### src/rtl/mv_diff_if.sv
// Sample-stream bundle for the mv_diff sliding-window comb.
//   data_in        : signed input sample, valid when data_in_valid=1
//   data_in_valid  : input strobe, gaps of any length allowed
//   data_out       : signed x[n]-x[n-N], one bit wider than the input
//   data_out_valid : one-cycle strobe per accepted input sample
//   primed         : window holds N samples, so data_out is a true difference
// master = sample source / consumer side, slave = the comb itself.
interface mv_diff_if #(
  parameter int DATA_WIDTH = 16
);
  logic signed [DATA_WIDTH-1:0] data_in;
  logic                         data_in_valid;
  logic signed [DATA_WIDTH:0]   data_out;
  logic                         data_out_valid;
  logic                         primed;

  modport master (
    output data_in, data_in_valid,
    input  data_out, data_out_valid, primed
  );

  modport slave (
    input  data_in, data_in_valid,
    output data_out, data_out_valid, primed
  );
endinterface

### src/rtl/mv_diff.sv
// Sliding-window comb (differentiator): y[n] = x[n] - x[n-N], N = 2^LOG2_LEN.
// Companion of the moving-average integrator; feeds energy-step / plateau-edge
// detection ahead of the correlator threshold.
// Ports:
//   clk   : clock, all registers on posedge
//   rst   : synchronous reset, active-high; also forces data_out to 0
//   clear : synchronous window flush; data_out keeps its value
//   bus   : mv_diff_if.slave sample stream (data_in/valid in, data_out/valid/primed out)
//
// state | meaning
// ------+-----------------------------------------------------------------
// FILL  | fewer than N samples written; output is the new sample minus zero
// RUN   | window full; output is new sample minus the sample leaving it
module mv_diff #(
  parameter int DATA_WIDTH = 16,
  parameter int LOG2_LEN   = 5
) (
  input  logic       clk,
  input  logic       rst,
  input  logic       clear,
  mv_diff_if.slave   bus
);
  localparam int N = 1 << LOG2_LEN;

  typedef enum logic {FILL, RUN} state_t;

  state_t                       state_q, state_d;
  logic [LOG2_LEN-1:0]          wr_ptr_q, wr_ptr_d;
  logic [LOG2_LEN-1:0]          fill_cnt_q, fill_cnt_d;
  logic signed [DATA_WIDTH:0]   data_out_q, data_out_d;
  logic                         data_out_valid_q, data_out_valid_d;
  logic                         primed_q, primed_d;

  // Window RAM is never reset: RUN is only reached after N fresh writes,
  // so stale contents are never read into a difference.
  logic signed [DATA_WIDTH-1:0] mem_q [N];

  logic signed [DATA_WIDTH-1:0] old_sample;
  logic signed [DATA_WIDTH:0]   ext_in, ext_old;
  logic                         accept;

  // Read-before-write: the slot being overwritten is the sample leaving the window.
  assign old_sample = mem_q[wr_ptr_q];
  assign ext_in     = {bus.data_in[DATA_WIDTH-1], bus.data_in};
  assign ext_old    = {old_sample[DATA_WIDTH-1], old_sample};
  // clear drops a coincident sample.
  assign accept     = bus.data_in_valid & ~clear;

  always_comb begin
    state_d          = state_q;
    wr_ptr_d         = wr_ptr_q;
    fill_cnt_d       = fill_cnt_q;
    data_out_d       = data_out_q;
    data_out_valid_d = 1'b0;
    primed_d         = primed_q;
    if (clear) begin
      state_d    = FILL;
      wr_ptr_d   = '0;
      fill_cnt_d = '0;
      primed_d   = 1'b0;
    end else if (bus.data_in_valid) begin
      wr_ptr_d         = wr_ptr_q + LOG2_LEN'(1);
      data_out_valid_d = 1'b1;
      if (state_q == FILL) begin
        data_out_d = ext_in;
        fill_cnt_d = fill_cnt_q + LOG2_LEN'(1);
        if (fill_cnt_q == LOG2_LEN'(N - 1)) begin
          state_d = RUN;
        end
      end else begin
        data_out_d = ext_in - ext_old;
        primed_d   = 1'b1;
      end
    end
  end

  always_ff @(posedge clk) begin
    if (rst) begin
      state_q          <= FILL;
      wr_ptr_q         <= '0;
      fill_cnt_q       <= '0;
      data_out_q       <= '0;
      data_out_valid_q <= 1'b0;
      primed_q         <= 1'b0;
    end else begin
      state_q          <= state_d;
      wr_ptr_q         <= wr_ptr_d;
      fill_cnt_q       <= fill_cnt_d;
      data_out_q       <= data_out_d;
      data_out_valid_q <= data_out_valid_d;
      primed_q         <= primed_d;
    end
  end

  always_ff @(posedge clk) begin
    if (!rst && accept) begin
      mem_q[wr_ptr_q] <= bus.data_in;
    end
  end

  assign bus.data_out       = data_out_q;
  assign bus.data_out_valid = data_out_valid_q;
  assign bus.primed         = primed_q;
endmodule

### src/flat_wrapper.sv
// flat-port wrapper written by rule: the top's interface ports become plain ports
module mv_diff_flat 
#(
  parameter int DATA_WIDTH = 16,
  parameter int LOG2_LEN   = 5
)
  (clk, rst, clear, bus_data_in, bus_data_in_valid, bus_data_out, bus_data_out_valid, bus_primed);
  mv_diff_if #(.DATA_WIDTH(DATA_WIDTH)) bus_i ();
  input  logic clk;
  input  logic rst;
  input  logic clear;
  input wire logic [$bits(bus_i.data_in)-1:0] bus_data_in;
  input wire logic [$bits(bus_i.data_in_valid)-1:0] bus_data_in_valid;
  output wire logic [$bits(bus_i.data_out)-1:0] bus_data_out;
  output wire logic [$bits(bus_i.data_out_valid)-1:0] bus_data_out_valid;
  output wire logic [$bits(bus_i.primed)-1:0] bus_primed;
  assign bus_i.data_in = bus_data_in;
  assign bus_i.data_in_valid = bus_data_in_valid;
  assign bus_data_out = bus_i.data_out;
  assign bus_data_out_valid = bus_i.data_out_valid;
  assign bus_primed = bus_i.primed;
  mv_diff #(.DATA_WIDTH(DATA_WIDTH), .LOG2_LEN(LOG2_LEN)) u_core (.clk(clk), .rst(rst), .clear(clear), .bus(bus_i));
endmodule
### config.mk
export PLATFORM = sky130hd
export DESIGN_NAME = mv_diff_flat
export DESIGN_NICKNAME = d
export VERILOG_FILES = /design/src/rtl/mv_diff_if.sv /design/src/rtl/mv_diff.sv /design/src/flat_wrapper.sv
export SDC_FILE = /design/constraint.sdc
export NUM_CORES = 1
export LEC_CHECK = 0
export CORE_AREA = 2 2 253 255
export CTS_BUF_LIST = sky130_fd_sc_hd__clkbuf_16
export CTS_CLUSTER_SIZE = 28
export DETAILED_ROUTE_END_ITERATION = 10
export DIE_AREA = 0 0 255 257
export GPL_ROUTABILITY_DRIVEN = 1
export PLACE_DENSITY = 0.59
export SLEW_MARGIN = 25
export SYNTH_ARGS = -nofsm -noshare
export SYNTH_HDL_FRONTEND = slang
export SYNTH_SLANG_ARGS = --single-unit
### constraint.sdc
create_clock -name clk -period 4.75 [get_ports clk]
set_clock_uncertainty 0.05 [all_clocks]
set_input_delay 0.7125 -clock clk [delete_from_list [all_inputs] [get_ports clk]]
set_output_delay 0.7125 -clock clk [all_outputs]
set_load 0.01 [all_outputs]
# Word-level counts from Yosys, hierarchy flattened
# Memory sizes are Yosys's and may differ from the RTL's. A register that Yosys moved wholly into a read port is not among the register bits.
# Index checks and enable logic that the tools add are counted.
# op_classes
addsub	3
eq_ne	1
n_mux	8
bitwise	3
n_reduce_logical	6
# op_table
op	count
two-way mux 17 bit	1
subtractor 16 x 16 -> 17 bit	1
adder 5 x 1 -> 5 bit, second input constant	2
two-way mux 5 bit	2
AND reduction 2 bit	3
== test 5 bit, second input constant	1
two-way mux 1 bit	5
inverter 1 bit	2
OR reduction 2 bit	1
bitwise AND 1 bit	1
logical AND 1 bit	1
logical NOT 1 bit	1
# totals
register_bits	30
ram_bits	512
in_bits	20
out_inout_bits	19
elab_cells	28
memories	1
# mem_list
memory	words	width	rd	rd_ports_with_merged_regs	wr	line_no	source
u_core.mem_q	32	16	1	1	1	mv_diff.sv:36	logic signed [DATA_WIDTH-1:0] mem_q [N];

# Logic depth before layout (Yosys ltp)
# Gate-level depths: netlist of the first run.
# logic_depth
depth_word	5
depth_mapped	13
depth_no_buf	12

# Worst setup path after synthesis of the first run
# Ideal clock, no wire load.
# synth_timing
path_kind	reg2reg
from	register with a tool-made name
to	register u_core.data_out_q[9], in the netlist u_core.bus.data_out[9]
setup_ps	91
arrival_ps	3303
t_required_ps	4609
setup_slack_ps	1306
stages_incl_launch_ff	13
n_path_buf	2
period_less_slack_ps	3444
path_cell_list	dfxtp_1 -> clkbuf_1 -> clkbuf_1 -> mux4_2 -> mux4_2 -> mux2i_1 -> ha_1 -> nor2_1 -> a211oi_2 -> o311a_1 -> nor2_1 -> or3_1 -> a311oi_1
# synth_rtl
item	line_no	source
end signal: assignment	mv_diff.sv:89	data_out_q <= data_out_d;
end: declaration	mv_diff.sv:30	logic signed [DATA_WIDTH:0] data_out_q, data_out_d;

==> results of run 1 <==
-- metal layers --
| metal | vias up | GRT usage | routed length [um] | part of all wire |
|---|---|---|---|---|
| met2 | 369 | 0.253 | 24800 | 0.47 |
| met1 | 5664 | 0.235 | 23400 | 0.44 |
| li1 | 4602 | - | - | - |
| met3 | 78 | 0.0303 | 3320 | 0.063 |
| met5 | - | 0 | 0 | 0 |
| met4 | 0 | 0.0502 | 1400 | 0.026 |
-- placed cells by master (no fill, tap or decap), types with 3 or more instances in the layout --
cell / count
a21oi_1: 29
clkinvlp_4: 3
inv_1: 15
and3_1: 4
o21ai_0: 11
bufinv_16: 4
nor2_1: 38
dfxtp_1: 30
a311oi_1: 3
xnor2_1: 11
mux4_2: 160
clkdlybuf4s50_1: 38
nand2_1: 26
buf_4: 61
o21bai_1: 3
buf_12: 12
edfxtp_1: 512
nor2_2: 32
nand4_1: 7
a211oi_1: 8
o211ai_1: 3
xor2_1: 5
nor2b_1: 3
clkinv_1: 18
nand2b_1: 6
clkbuf_16: 57
mux2i_1: 22
or3_1: 5
clkinv_2: 7
nand3b_1: 4
a21o_1: 3
nand3_1: 7
ha_1: 22
dfxtp_2: 3
-- cell families after synthesis --
logic type	share of synthesized area
xor gates and xnor gates	0.00644
buffers and inverters	0.0117
and+or+nand+nor	0.0300
DFF	0.739
muxes	0.176
adders and majority gates	0.0136
AOI/OAI and AO/OA	0.0226
-- registers in the layout, summed over array words and instances (netlist names), named ones only --
signal,flops
u_core.wr_ptr_q,5
u_core.state_q,1
u_core.bus.data_out,17
u_core.bus.primed,1
u_core.fill_cnt_q,5
u_core.bus.data_out_valid,1
u_core.mem_q,512
-- power by group through the flow --
| stage | registers [mW] | clock network, mW | logic, mW |
|---|---|---|---|
| floorplan | 5.39 | 0 | 0.263 |
| global placement | 5.40 | 0 | 0.475 |
| detailed placement | 5.40 | 0 | 0.484 |
| CTS | 5.29 | 4.23 | 0.485 |
| global route | 5.29 | 4.41 | 0.519 |
| finish | 5.29 | 4.14 | 0.481 |
-- worst max-delay path, cell delays in order (launching register included) --
cell	delay, ns
dfxtp_4	0.59
buf_12	0.32
mux4_2	0.55
mux4_2	0.49
mux2i_1	0.33
ha_1	0.26
a21o_1	0.23
o21bai_1	0.14
a21oi_1	0.13
o41ai_1	0.53
xnor2_1	0.11
a311oi_1	0.26
-- stage by stage --
stage                     hold slack [ns]  area [sq um]  instances
final                               0.402         25500       2050
after global routing                0.435         25500       2050
after CTS                           0.400         25500       2050
after detailed placement            0.391         23700       1950
after global placement              0.385         23700       1950
after floorplan                     0.417         21700       1047
-- final cells by class --
cell class | count | area, sq um | area share
repair buffers | 111 | 1080 | 0.0423
clock buffers | 57 | 1430 | 0.0560
multi-input cells | 439 | 5490 | 0.216
clock inverters | 43 | 300 | 0.0118
well taps | 846 | 1060 | 0.0416
flip-flops and latches | 547 | 16100 | 0.632
inverters | 7 | 26.3 | 0.00103
-- worst max-delay path by stage --
| stage | startpoint | endpoint |
|---|---|---|
| CTS | flip-flop | u_core.bus.data_out[14]$_SDFFE_PP0P_ |
| finish | flip-flop | u_core.bus.data_out[14]$_SDFFE_PP0P_ |
| floorplan | flip-flop | u_core.bus.data_out[9]$_SDFFE_PP0P_ |
| global route | flip-flop | u_core.bus.data_out[9]$_SDFFE_PP0P_ |
| global placement | flip-flop | u_core.bus.data_out[14]$_SDFFE_PP0P_ |
| detailed placement | flip-flop | u_core.bus.data_out[14]$_SDFFE_PP0P_ |
==> run metrics, run 1 <==
hold_sp=u_core.bus.primed$_SDFFE_PP0P_; synth cell count leaders=edfxtp_1, mux4_2, nor2_1; ys async rst share=0; final hold vios=0; CP endpoint kind=flip-flop; clock power share=0.418; grt ovf=0; Core Area=between 60000 and 70000 sq um; post-cts resize count=0; Horiz. Die Dim=between 200 and 300 um; hold_buf cts=0; Post-Syn Area=21700 sq um; drt initial violations=1059; Post-route DRC=0; DRT antenna net count=0; Seq cells post-synth=between 500 and 600; share of layout cells above drive strength 1=0.290; diodes inserted=0; Post-synth EDFFs=around 500; Achievable Freq=243 MHz; Psw=2.06 mW; Avg WL per Cell=approximately 26 um; Pint=slightly below 8 mW; pre-CTS WS=0.674 ns; sequential share of the synthesized area=0.739; Total GRT Usage=0.163; Hold Path End=u_core.bus.primed$_SDFFE_PP0P_; Reg power frac=0.534; top cell type's share of synthesized area=0.707; Hold Crit Class=flip-flop to flip-flop; area leader, netlist=edfxtp_1; initial antenna violation count=2; root buf cell=clkbuf_16; crit path DAT=between 4 and 5 ns; Max Fanout on Critical Path=32; RSZ-0062 raised after global routing=no; setup violators final=0; top post-synthesis cells by area=edfxtp_1, mux4_2, dfxtp_1; yosys warns=0; Rows=92; Post-DP HPWL=roughly 32000 um; vias in the first global route=~11000; R2R setup slack=0.63 ns; IO Pins=39; RePlAce Congestion=~0.9; postcts setup bufs=0; DRT Pass-1 Iters=5; Setup TNS Final=0 ns; Hold Path Depth=2; Worst-path clk slew=about 0.060 ns; total leakage power=just under 8 nW; initial core utilization=0.347; Nets=approximately 1200; Avg Cell Area, Syn=between 20 and 25 sq um; Unique masters post-synth=between 40 and 50; post-synth net total=around 1100; WL final=around 53000 um; Mapped Cells=about 1000; Area Overhead vs Synth=17.1%; cell with the most instances after synthesis=edfxtp_1; H-tree depth=2; fin util=0.406; Crit Path Class=flip-flop to flip-flop; CTS tree=built; IO Port Bufs=38; Setup WS post-layout=between 0.6 and 0.7 ns; Gate power share=0.048; max cap viols=0; Pwr Total=9.92 mW; vias per inst=roughly 5.2; status=complete, no violations; first-pass GRT wire length=76300 um; Slew HR=0.465; Fill cells=~5500; pin count of the biggest net entering global routing=36; Clock Latency Late Sink=0.59 ns; clock sinks=around 550; fin crit period=approximately 4.1 ns; Max Slew Vio Count=0; Peak VDD IR=308 uV; worst reg2reg path depth=11; Reg-to-Reg End=u_core.bus.data_out[14]$_SDFFE_PP0P_; CTS buffer count=54; Main synth FF type=edfxtp_1; final clock period utilization by the worst path=0.867; Vias=roughly 11000; worst path required time=roughly 5.2 ns; DIE HEIGHT=257 um; Die ar.=between 60000 and 70000 sq um; Worst Tran Pin Value=0.802 ns; PwrDens=389 nW/um^2; Sw Ratio=0.208; startpoint type of the worst setup path=flip-flop; CTS Buffer Depth=3
Power figures use the tool's default switching activity.
==> inputs of run 2 (changes only) <==
ABC_AREA = 1   (was not set)
CORE_AREA = 2 2 257 259   (was 2 2 253 255)
DIE_AREA = 0 0 259 261   (was 0 0 255 257)
==> run 2 against run 1 <==
Critical path depth up 11. Maximum frequency up 5.1%. Non-clock buffer count decreased by 10. First-iteration DRC count is 45% higher. Sequential share of layout area is 0.29 points lower. Setup slack improved by 0.20 ns. Clock power is 2% lower. Power up 0.41%. Synthesized cell count rose by 75%. Worst hold slack better by 0.027 ns. Critical endpoint is now u_core.bus.data_out[16]$_SDFFE_PP0P_. Highest routed layer is now met5.
==> run metrics, run 2 <==
vias in the first global route=14400 (+34%); ys async rst share=0 (unchanged); H-tree depth=2 (unchanged); Crit Path Class=flip-flop to flip-flop; top post-synthesis cells by area=edfxtp_1, o21ai_0, nor2_1; Max Slew Vio Count=0 (unchanged); crit-path max cell delay=0.45 ns (-0.14 ns); sequential share of the synthesized area=0.716 (-0.0230); hold_sp=u_core.fill_cnt_q[3]$_SDFFE_PP0P_; diodes inserted=0 (unchanged); worst-path cell chain=inv_6 -> buf_12 -> o21ai_0 -> o221ai_1 -> nand3_1 -> nand2_1 -> nand2_1 -> nand2_1 -> ha_1 -> inv_1 -> fa_1 -> nand2_1 -> inv_1 -> nand2_1 -> nand2_1 -> nand2_1 -> nand2_1 -> nand3_1 -> nand2_1 -> nand2_1 -> nand3_1 -> a21oi_1; Hold Crit Class=flip-flop to flip-flop; RePlAce Congestion=0.881 (-2.9%); cell with the most instances after synthesis=edfxtp_1; total leakage power=8.56 nW (+10%); Rows=94 (+2.2%); crit path DAT=4.39 ns (-0.18 ns); cell mode on critical path=nand2_1; Unique masters post-synth=30 (-39%); CTS buffer count=53 (-1.9%); Clock Latency Late Sink=0.59 ns (about the same); yosys warns=0 (unchanged); final hold vios=0 (unchanged); slowest CP cell=dfxtp_4; Post-route DRC=0 (unchanged); setup violators final=0 (unchanged); most frequent cells in the layout=edfxtp_1, nor2_1, o21ai_0; Slew HR=0.293 (-0.172); Reg with most FFs=u_core.mem_q; status=complete, no violations; Vias=14900 (+39%); CTS tree=built; pin count of the biggest net entering global routing=129 (+260%); synth cell count leaders=edfxtp_1, nor2_1, o21ai_0; Total GRT Usage=0.182 (+0.0183); Seq cells post-synth=547 (unchanged); initial core utilization=0.345 (-0.00157); drt initial violations=1535 (+45%); post-synth net total=1874 (+72%); top cell type's share of synthesized area=0.685 (-0.0220); Nets=1912 (+59%); Post-synth EDFFs=512 (unchanged); share of layout cells above drive strength 1=0.0754 (-0.215); Peak VDD IR=213 uV (-31%); first-pass GRT wire length=92100 um (+21%); Die ar.=67600 sq um (+3.1%); grt ovf=0 (unchanged); vias per inst=5.37 (+2.8%); Horiz. Die Dim=259 um (+1.6%); startpoint type of the worst setup path=flip-flop; max cap viols=0 (unchanged); PwrDens=389 nW/um^2 (about the same); Post-DP HPWL=36100 um (+12%); IO Port Bufs=38 (unchanged); final clock period utilization by the worst path=0.824 (-0.0423); DRT antenna net count=0 (unchanged); WL final=62200 um (+18%); DIE HEIGHT=261 um (+1.6%); fin crit period=3.92 ns (-0.201 ns); Post-Syn Area=22400 sq um (+3.2%); Setup TNS Final=0 ns (unchanged); commonest non-fill, non-tap cell in the layout=edfxtp_1; area leader, netlist=edfxtp_1; post-cts resize count=0 (unchanged); Area Overhead vs Synth=14.0%; worst path required time=5.22 ns (+0.02 ns); Max Fanout on Critical Path=58 (+81%); Mapped Cells=1831 (+75%); RSZ-0062 raised after global routing=no; DRT Pass-1 Iters=5 (unchanged); hold_buf cts=0 (unchanged); Main synth FF type=edfxtp_1; max FFs per register=512 (unchanged); fin util=0.393 (-0.0126); Worst-path clk slew=0.06 ns (about the same); Avg WL per Cell=22.4 um (-13%); root buf cell=clkbuf_16; IO Pins=39 (unchanged); clock sinks=547 (unchanged); postcts setup bufs=0 (unchanged); CTS Buffer Depth=3 (unchanged); CP endpoint kind=flip-flop; Core Area=65000 sq um (+3.7%); Avg Cell Area, Syn=12.3 sq um (-41%); Worst Tran Pin Value=1.06 ns (+0.259 ns); Achievable Freq=255 MHz (+5.1%); initial antenna violation count=2 (unchanged)
run 2: cell count changes after synthesis, sizes merged, moves of 25 or more:
cell    change
o21ai     +281
o22ai      +25
inv        +67
nand2     +109
nand3      +94
buf        +34
mux4      -160
o221ai     +96
nor2      +269
clkbuf     +30
run 2: cells by family (layout without fill, tap and decap cells):
group,after synthesis,count (layout),synth area share
DFF,547,547,0.716
buffers and inverters,192,272,0.0379
and+or+nand+nor,581,581,0.103
adders and majority gates,23,23,0.0132
xor gates and xnor gates,7,7,0.00273
AOI/OAI and AO/OA,481,481,0.126
run 2: layer usage:
layer | global-route usage | up-vias | part of all wire
met2 | 0.291 | 603 | 0.46
met3 | 0.0399 | 91 | 0.086
met1 | 0.242 | 7401 | 0.42
met5 | 0 | - | 0.00021
li1 | - | 6812 | -
met4 | 0.0690 | 2 | 0.034
run 2: final cells by class:
cell class	count	area, sq um
Fill cell	6075	39500
Sequential cell	547	16100
Multi-Input combinational cell	1092	5520
Clock buffer	55	1380
Tap cell	864	1080
Timing Repair Buffer	101	953
Clock inverter	42	292
Inverter	74	284
run 2: worst paths after layout:
check	depth (start not counted)	slack, ns	to
worst max-delay path	22	0.83	u_core.bus.data_out[16]$_SDFFE_PP0P_
worst min-delay path	2	0.43	u_core.fill_cnt_q[3]$_SDFFE_PP0P_
worst max register to register	22	0.83	u_core.bus.data_out[16]$_SDFFE_PP0P_
worst min register to register	2	0.43	u_core.fill_cnt_q[3]$_SDFFE_PP0P_
run 2: power by group:
| part | switching [mW] | leakage (nW) | internal, mW |
|---|---|---|---|
| Clock | 1.75 | 0.862 | 2.30 |
| Combinational | 0.438 | 2.81 | 0.175 |
| Sequential | 0.0144 | 4.89 | 5.28 |
run 2: per-stage QoR:
| stage | power [mW] | worst slack [ns] | cells | cell area [sq um] | hold WS [ns] |
|---|---|---|---|---|---|
| final | 9.96 | 0.834 | 2775 | 25600 | 0.429 |
| after global routing | 10.3 | 0.566 | 2775 | 25600 | 0.460 |
| after CTS | 10.0 | 0.947 | 2775 | 25600 | 0.428 |
| after detailed placement | 6.00 | 0.964 | 2678 | 23900 | 0.419 |
| after global placement | 5.99 | 1.05 | 2678 | 23900 | 0.408 |
| after floorplan | 5.73 | 2.10 | 1831 | 22400 | 0.396 |
run 2: critical path, delay by kind of cell (launching register included):
| kind | cells | cell delay [ns] |
|---|---|---|
| flip-flops | 1 | 0.45 |
| adder cells (fa/ha/maj) | 2 | 0.59 |
| buffers and inverters | 4 | 0.83 |
| AND/OR/NAND/NOR | 13 | 1.34 |
| AO/OA/AOI/OAI | 3 | 0.51 |
==> inputs of run 3 (changes only) <==
PLACE_DENSITY = 0.61   (was 0.59)
clock period = 3.3 ns   (was 4.75 ns; I/O delays follow)
==> run 3 against run 2 <==
Flip-flop and latch count did not move. Power rose by 42%. Non-clock buffer count rose by 73. Via count rose by 3.7%. First-iteration DRC count grew 10%. Global-route usage grew 0.27 points. Sequential share of layout area decreased by 2.0 points. Largest cell class unchanged. Highest routed layer is now met4.
==> run metrics, run 3 (synthesized netlist as in run 2, its figures left out) <==
IO Port Bufs=38 (unchanged); register area=16100 sq um (unchanged); pre-CTS WS=0.151 ns (-0.813 ns); startpoint type of the worst setup path=flip-flop; Final Non-Filler Cells=2845 (+2.5%); Vias=15500 (+3.7%); CTS Buffer Depth=3 (unchanged); fin crit period=3.12 ns (-0.798 ns); clock sinks=547 (unchanged); IO Pins=39 (unchanged); Worst Tran Pin Value=0.805 ns (-0.256 ns); crit-path max cell delay=0.42 ns (-0.03 ns); area occupied by multi-input gates=5580 sq um (+1.1%); cell mode on critical path=nand3_1; RePlAce Congestion=0.936 (+6.3%); initial antenna violation count=1 (-1); Post-DP HPWL=38200 um (+6.1%); crit path DAT=3.60 ns (-0.79 ns); Worst-path clk slew=0.06 ns (about the same); vias per inst=5.44 (+1.2%); Post-route DRC=0 (unchanged); DIE HEIGHT=261 um (unchanged); Core Area=65000 sq um (unchanged); Fill cells=6005 (-1.2%); DRT antenna net count=0 (unchanged); Cells after DPL=2734 (+2.1%); initial core utilization=0.345 (unchanged); CTS buffer count=53 (unchanged); Crit Path Class=flip-flop to flip-flop; first-pass GRT wire length=93900 um (+1.9%); worst reg2reg path depth=17 (-23%); most frequent cells in the layout=edfxtp_1, nor2_1, o21ai_0; diodes inserted=0 (unchanged); DRT Pass-1 Iters=5 (unchanged); commonest non-fill, non-tap cell in the layout=edfxtp_1; worst path required time=3.78 ns (-1.44 ns); RSZ-0062 raised after global routing=no; Horiz. Die Dim=259 um (unchanged); CP endpoint kind=flip-flop; H-tree depth=2 (unchanged); CTS tree=built; vias in the first global route=14900 (+3.4%); Peak VDD IR=398 uV (+87%); max FFs per register=512 (unchanged); worst-path cell chain=buf_4 -> buf_4 -> clkbuf_16 -> nor2_1 -> o221ai_1 -> nand3_1 -> nand3_1 -> nand2_1 -> ha_1 -> nand2_1 -> nor2_1 -> nand3_1 -> nand3_1 -> nand2_1 -> nand3_1 -> nand2_1 -> a21oi_1; Critical Path Stages=17 (-23%); setup violators final=0 (unchanged); Area Overhead vs Synth=17.7%; Rows=94 (unchanged); total leakage power=9.02 nW (+5.3%); pin count of the biggest net entering global routing=48 (-63%); Die ar.=67600 sq um (unchanged); CP top delay family=simple AND/OR/NAND/NOR gates; Setup TNS Final=0 ns (unchanged); Setup crit end=u_core.bus.data_out[12]$_SDFFE_PP0P_; root buf cell=clkbuf_16; Slew HR=0.463 (+0.170); PwrDens=535 nW/um^2 (+37%); Achievable Freq=321 MHz (+26%); grt ovf=0 (unchanged); Nets=1985 (+3.8%); Reg with most FFs=u_core.mem_q; drt initial violations=1688 (+10%); slowest CP cell=dfxtp_4; Avg WL per Cell=22.8 um (+1.7%); Max Fanout on Critical Path=22 (-62%); final hold vios=0 (unchanged); WL final=64800 um (+4.2%); Total GRT Usage=0.184 (+0.00273); Reg-to-Reg End=u_core.bus.data_out[12]$_SDFFE_PP0P_; hold_buf cts=0 (unchanged); Setup WS post-layout=0.182 ns (-0.652 ns); Hold Crit Class=flip-flop to flip-flop; share of layout cells above drive strength 1=0.112 (+0.0367); status=complete, no violations; number of buffer and inverter stages on the critical path=3 (-1); final clock period utilization by the worst path=0.945 (+0.120); max cap viols=0 (unchanged); R2R setup slack=0.18 ns (-0.65 ns); Max Slew Vio Count=0 (unchanged); Clock Latency Late Sink=0.60 ns (about the same)
[run 3: area by class of cell]
type,instances,share of cell area
clock inverter,41,0.00796
multi-input combinational,1092,0.211
timing repair buffer,174,0.0698
inverter,74,0.0109
sequential,547,0.609
tap,864,0.0409
clock buffer,53,0.0502
[run 3: how the worst min path moves through the flow]
stage                                        end                              start  cells past startpoint
2_1_floorplan  u_core.fill_cnt_q[3]$_SDFFE_PP0P_  u_core.fill_cnt_q[3]$_SDFFE_PP0P_                      2
5_1_grt           u_core.bus.primed$_SDFFE_PP0P_     u_core.bus.primed$_SDFFE_PP0P_                      2
3_5_place_dp      u_core.bus.primed$_SDFFE_PP0P_     u_core.bus.primed$_SDFFE_PP0P_                      2
3_3_place_gp   u_core.fill_cnt_q[2]$_SDFFE_PP0P_  u_core.fill_cnt_q[2]$_SDFFE_PP0P_                      2
6_report       u_core.fill_cnt_q[3]$_SDFFE_PP0P_  u_core.fill_cnt_q[3]$_SDFFE_PP0P_                      2
4_1_cts           u_core.bus.primed$_SDFFE_PP0P_     u_core.bus.primed$_SDFFE_PP0P_                      2
[run 3: power breakdown]
part | total [mW] | internal, mW | switching, mW
combinational | 1.02 | 0.354 | 0.669
sequential | 7.62 | 7.60 | 0.0168
clock | 5.48 | 2.92 | 2.56
total | 14.1 | 10.9 | 3.24
[run 3: worst reg2reg max path: cells and delay by family, from the launching register on]
kind | cells | cell delay, ns
flip-flops | 1 | 0.42
AO/OA/AOI/OAI | 2 | 0.32
adder cells (fa/ha/maj) | 1 | 0.39
AND/OR/NAND/NOR | 11 | 1.35
buffers and inverters | 3 | 0.50
[run 3: metal layers]
metal / part of all wire / GRT usage
met1: 0.42 / 0.252
met2: 0.47 / 0.300
met3: 0.076 / 0.0261
met4: 0.037 / 0.0686
met5: 0 / 0
[run 3: stage by stage]
step	hold slack, ns	power [mW]	area (sq um)	utilization
floorplan	0.396	8.25	22400	-
global placement	0.416	8.71	24500	0.377
detailed placement	0.419	8.72	24500	0.377
CTS	0.438	14.1	26100	0.401
global route	0.451	14.5	26400	0.406
finish	0.439	14.1	26400	0.406
[run 3: what timing repair did]
item | CTS | global route
buffers inserted | 0 | 10
setup endpoints to repair | 0 | 10
resized for setup | 0 | 17
